### src/rtl/cycle_sequencer.sv
// cycle_sequencer: multi-cycle CPU control sequencer with memory stall timeout and retired-instruction counter
module cycle_sequencer #(
  parameter int STATE_W = 3,
  parameter int CNT_W   = 16,
  parameter int TIMEOUT = 255
) (
  input  logic               clk,
  input  logic               reset,
  input  logic               WaitRequest,
  input  logic               MemOp,
  input  logic               WbEn,
  input  logic               Halt,
  output logic [STATE_W-1:0] State,
  output logic               Active,
  output logic               Fault,
  output logic [CNT_W-1:0]   InstrCount
);
  localparam int SC_W = (TIMEOUT > 1) ? $clog2(TIMEOUT) : 1;
  typedef enum logic [STATE_W-1:0] {
    HALTED    = STATE_W'(0),
    FETCH     = STATE_W'(1),
    DECODE    = STATE_W'(2),
    EXEC      = STATE_W'(3),
    MEM       = STATE_W'(4),
    WRITEBACK = STATE_W'(5),
    FAULT     = STATE_W'(6)
  } state_t;
  state_t state, nxt;
  logic [SC_W-1:0] stall;
  logic wb_lat, stalling, timeout, done;
  // next state: normal sequencing, overridden by a stall timeout; done marks a retiring instruction
  always_comb begin
    stalling = (state == FETCH || state == MEM) && WaitRequest;
    timeout  = (TIMEOUT > 0) && stalling && (stall == SC_W'(TIMEOUT - 1));
    nxt = FETCH;
    case (state)
      HALTED:    nxt = HALTED;
      FETCH:     nxt = WaitRequest ? FETCH : DECODE;
      DECODE:    nxt = EXEC;
      EXEC:      nxt = Halt ? HALTED : MemOp ? MEM : WbEn ? WRITEBACK : FETCH;
      MEM:       nxt = WaitRequest ? MEM : wb_lat ? WRITEBACK : FETCH;
      WRITEBACK: nxt = FETCH;
      FAULT:     nxt = FAULT;
      default:   nxt = FETCH;
    endcase
    if (timeout) nxt = FAULT;
    done = state == WRITEBACK || (state == MEM && nxt == FETCH) ||
           (state == EXEC && (nxt == FETCH || nxt == HALTED));
  end
  // state, stall counter, WbEn captured in EXEC for the MEM exit, and retired count
  always_ff @(posedge clk) begin
    if (reset) begin
      state      <= FETCH;
      stall      <= '0;
      wb_lat     <= 1'b0;
      InstrCount <= '0;
    end else begin
      state <= nxt;
      stall <= (nxt != state) ? '0 : stalling ? stall + 1'b1 : stall;
      if (state == EXEC) wb_lat <= WbEn;
      if (done) InstrCount <= InstrCount + 1'b1;
    end
  end
  assign State  = state;
  assign Active = !(state == HALTED || state == FAULT);
  assign Fault  = state == FAULT;
endmodule

### config.mk
export PLATFORM = sky130hd
export DESIGN_NAME = cycle_sequencer
export DESIGN_NICKNAME = d
export VERILOG_FILES = /design/src/rtl/cycle_sequencer.sv
export SDC_FILE = /design/constraint.sdc
export NUM_CORES = 1
export LEC_CHECK = 0
export CORE_ASPECT_RATIO = 0.9
export CORE_UTILIZATION = 52
export DETAILED_ROUTE_END_ITERATION = 7
export MAX_ROUTING_LAYER = met4
export PLACE_DENSITY = 0.79
export SLEW_MARGIN = 40
export SYNTH_ARGS = -nofsm -noshare
export SYNTH_HDL_FRONTEND = slang
export SYNTH_SLANG_ARGS = --single-unit
export TNS_END_PERCENT = 20
### constraint.sdc
create_clock -name clk -period 2.3 [get_ports clk]
set_input_delay 0.23 -clock clk [delete_from_list [all_inputs] [get_ports clk]]
set_output_delay 0.23 -clock clk [all_outputs]
set_load 0.005 [all_outputs]
# Yosys cells after proc, flatten, opt, wreduce, memory -nomap -nowiden
# Index checks and enable logic that the tools add are counted.
# classes
addsub	2
n_eq_ne	9
mux	8
n_reduce_logical	13
# ops
cell	n
two-way mux 3 bit	6
one-hot mux 3 bit (6 select lines)	1
adder 16 x 1 -> 16 bit (second input constant)	1
equality test 3 bit (second input constant)	3
adder 8 x 1 -> 8 bit (second input constant)	1
equality test 8 bit (second input constant)	1
equality test 3 x 1 -> 1 bit (second input constant)	2
equality test 3 x 2 -> 1 bit (second input constant)	2
logical NOT 3 bit	2
logical OR 1 bit	5
logical AND 1 bit	4
!= test 3 bit	1
two-way mux 2 bit	1
OR reduction 2 bit	1
logical NOT 1 bit	1
# totals
ff_bits	28
out_inout_bits	21
wordCells	36

# Logic depth before layout (Yosys ltp)
# logic_depth
ltp_word	9
depth_mapped	7

# Worst setup path before layout
# OpenSTA, ideal clock, no wires.
# synth_timing
path_kind	reg2reg
from	register state[2] (netlist: State[2])
to	register stall[1]
arrival_ps	1599
t_required_ps	2169
path_slack_ps	570
stages_incl_launch_ff	6
synth_period_minus_slack_ps	1730
cell_sequence	dfxtp_1 -> buf_4 -> xnor2_2 -> or4_1 -> a2bb2oi_4 -> a2111oi_2
# synth_between
elab_chain_cells	7
# synth_lines
item	line	rtl
from (decl)	28	state_t state, nxt;
from (signal assigned)	58	state <= nxt;
parallel branches: the longest is 7 deep, another holds one-hot mux 3 bit (6 select lines)	-	
to (signal assigned)	59	stall <= (nxt != state) ? '0 : stalling ? stall + 1'b1 : stall;
to (decl)	29	logic [SC_W-1:0] stall;
# Several ways; the timed one is not identified.
# A chain may end at the register's enable or synchronous reset.

# Worst setup path in the final report
# layout_timing
from	register state[1] (netlist: State[1])
to	output Active
# layout_between
elab_chain_cells	3
# layout_lines
item	line	rtl
equality test 3 bit / logical NOT 3 bit (equally long branches)	65	assign Active = !(state == HALTED || state == FAULT);
logical OR 1 bit (*)	65	
logical NOT 1 bit (*)	65	
to (decl)	14	output logic Active,
# Every way passes the cells marked *; elsewhere a longest branch is shown, timed or not.

==> reports/results.ini <==
[sta]
finalSetupViolations = 0
fin_setup_tns_ps = 0
fmax_mhz = 483
rsz0062_at_grt = false
drv_slew = 0
worst_pin_slew_ps = 428
finClkSkew_ps = 9.26
slew_headroom_pct = 71.4
finalCritPeriodShare_pct = 90.1
fin_hold_ws_ps = 496
hold_viol = 0
fin_crit_ps = 2070

[clock_tree]
path_clk_slew_ps = 150
cts_resized = 0
cts_buffer_depth = 2
cts_root_buffer = clkbuf_4
post_cts_buffers = 0
clk_latency_ps = 330
tritoncts = done
clock_sinks = 28
cts_made_buffers = 3
h-tree-depth = 1
hold_buffers = 0

[floorplanning]
dieArea_um2 = 3150
rows = 18
die_width_um = 59.1
fp.coreArea_um2 = 2770
die_h_um = 53.4
pin_count = 27
start_util_pct = 55.1

[setup_path]
end_kind = output port
crit_path_max_fanout = 15
worstPathRequired_ps = 2070
cpPeakStageDelay_ps = 610
path_buf_inv = 1
critical_path_class = register to output port
crit_slowest_cell = dfxtp_1
path_cells = nor2b_1, or3_1, clkdlybuf4s50_1
r2r_start = State[0]
arrival_ps = 1840
cp_top_family = flip-flops
start_kind = register
startpoint = State[1]

[synth]
synth_common_cells = 28 x dfxtp_1, 15 x a21oi_1, 14 x nand2_1
yosysWarningCount = 0
netlist-cell-type-count = 42
ys_seq_elements = 28
yosysSeqAreaShare_pct = 36.8
synth-main-ff-cell = dfxtp_1
synth_top_cells_by_area = dfxtp_1 37%, or4_1 5.4%, a21oi_1 4.9%, o31ai_1 4.9%, xnor2_1 4.0%
synth_edf_count = 0
syn_area_um2 = 1530
synth_top_area_share_pct = 36.8
async_flop_share_pct = 0
yosysMostFrequentCell = dfxtp_1
synth_nets = 188
syn_avg_cell_area_um2 = 8.52
synth_top_area_cell = dfxtp_1
syn_inst = 179

[grt]
grt_pass1_wl_um = 5400
grt_antenna_before_repair = 0
grt_usage_pct = 23.0
grt_pass1_vias = 1249
grt-ovfl-total = 0
grt_max_degree = 26

[routing]
finalWirelength_um = 3390
drc = 0
num_vias = 1439
ant_nets = 0
dr.pass1.iters = 4
vias_per_cell = 5.97
drtIter0Drc = 79
routedWlPerCell_um = 14.1

[final_layout]
n_antenna_cell = 0
drive_gt1_share_pct = 6.47
area_growth_pct = 20.8
final_nets = 211

[hold_path]
hp-start = InstrCount[15]
hold_class = register to register

[run_status]
outcome = completed

[place]
place_congestion = 0.813
hpwl_um = 2400
io_buffer_count = 26

[power]
ir_worst_vdd_mv = 0.520
power_density_nw_per_um2 = 472
p_leak_nw = 0.569

[run]
maxCapViolCount = 0

## layer usage
| layer | track usage, % | wire length (µm) | vias up |
|---|---|---|---|
| li1 | - | - | 714 |
| met1 | 29.4 | 1550 | 677 |
| met2 | 38.1 | 1660 | 46 |
| met3 | 4.40 | 167 | 2 |
| met4 | 4.76 | 13 | 0 |
| met5 | - | 0 | - |
## through the flow
step	worst slack (ps)	std cells	total power, mW	util [%]	instance area, µm²
5_1_grt	118	241	0.911	66.5	1840
4_1_cts	211	241	0.880	66.5	1840
6_report	228	241	0.870	66.5	1840
2_1_floorplan	570	179	0.600	-	1530
3_3_place_gp	303	237	0.637	65.2	1810
3_5_place_dp	240	237	0.643	65.2	1810
## area by class of cell
class | instances | area, µm²
multi-input cells | 136 | 895
fillers | 233 | 927
repair buffers | 30 | 290
well taps | 40 | 50.0
flip-flops and latches | 28 | 561
inverters | 3 | 11.3
clock buffers | 4 | 36.3
## cell usage in the layout, fill, tap and decap left out, types with 8 or more instances in the layout
cell type / synthesis / final
dfxtp_1: 28 / 28
or4_1: 11 / 11
nand4_1: 9 / 9
clkdlybuf4s50_1: 0 / 26
o31ai_1: 10 / 10
nor3_1: 10 / 10
nand2_1: 14 / 14
nor2_1: 8 / 8
a21oi_1: 15 / 15
## power breakdown
group / total (mW) / internal (mW) / switching [mW] / leakage (nW)
clock network: 0.236 / 0.0969 / 0.139 / 0.0210
registers: 0.511 / 0.494 / 0.0175 / 0.226
logic: 0.123 / 0.0575 / 0.0655 / 0.321
total: 0.870 / 0.648 / 0.222 / 0.569
## worst reg2reg max path: stages (launching register included)
cell and delay (ps):
dfxtp_1 600, xnor2_2 200, or4_1 710, a2bb2oi_4 300, nor3_1 90
## kinds of logic after synthesis
| family | after synthesis | synth area share, % |
|---|---|---|
| AND/OR/NAND/NOR | 80 | 30.4 |
| AO/OA/AOI/OAI | 42 | 18.9 |
| flip-flops | 28 | 36.8 |
| buffers and inverters | 15 | 4.59 |
| XOR/XNOR | 9 | 5.66 |
| adder cells (fa/ha/maj) | 3 | 2.46 |
| multiplexers | 2 | 1.31 |
## registers in the layout (all words and copies together) (netlist names)
signal,cells
stall,8
InstrCount,16
wb_lat,1
State,3
## worst paths after layout
check	slack, ps	end	depth (start not counted)
max	230	Active	3
min	500	InstrCount[15]	2
min reg2reg	500	InstrCount[15]	2
max reg2reg	290	stall[4]	4
(Power assumes the default switching activity.)
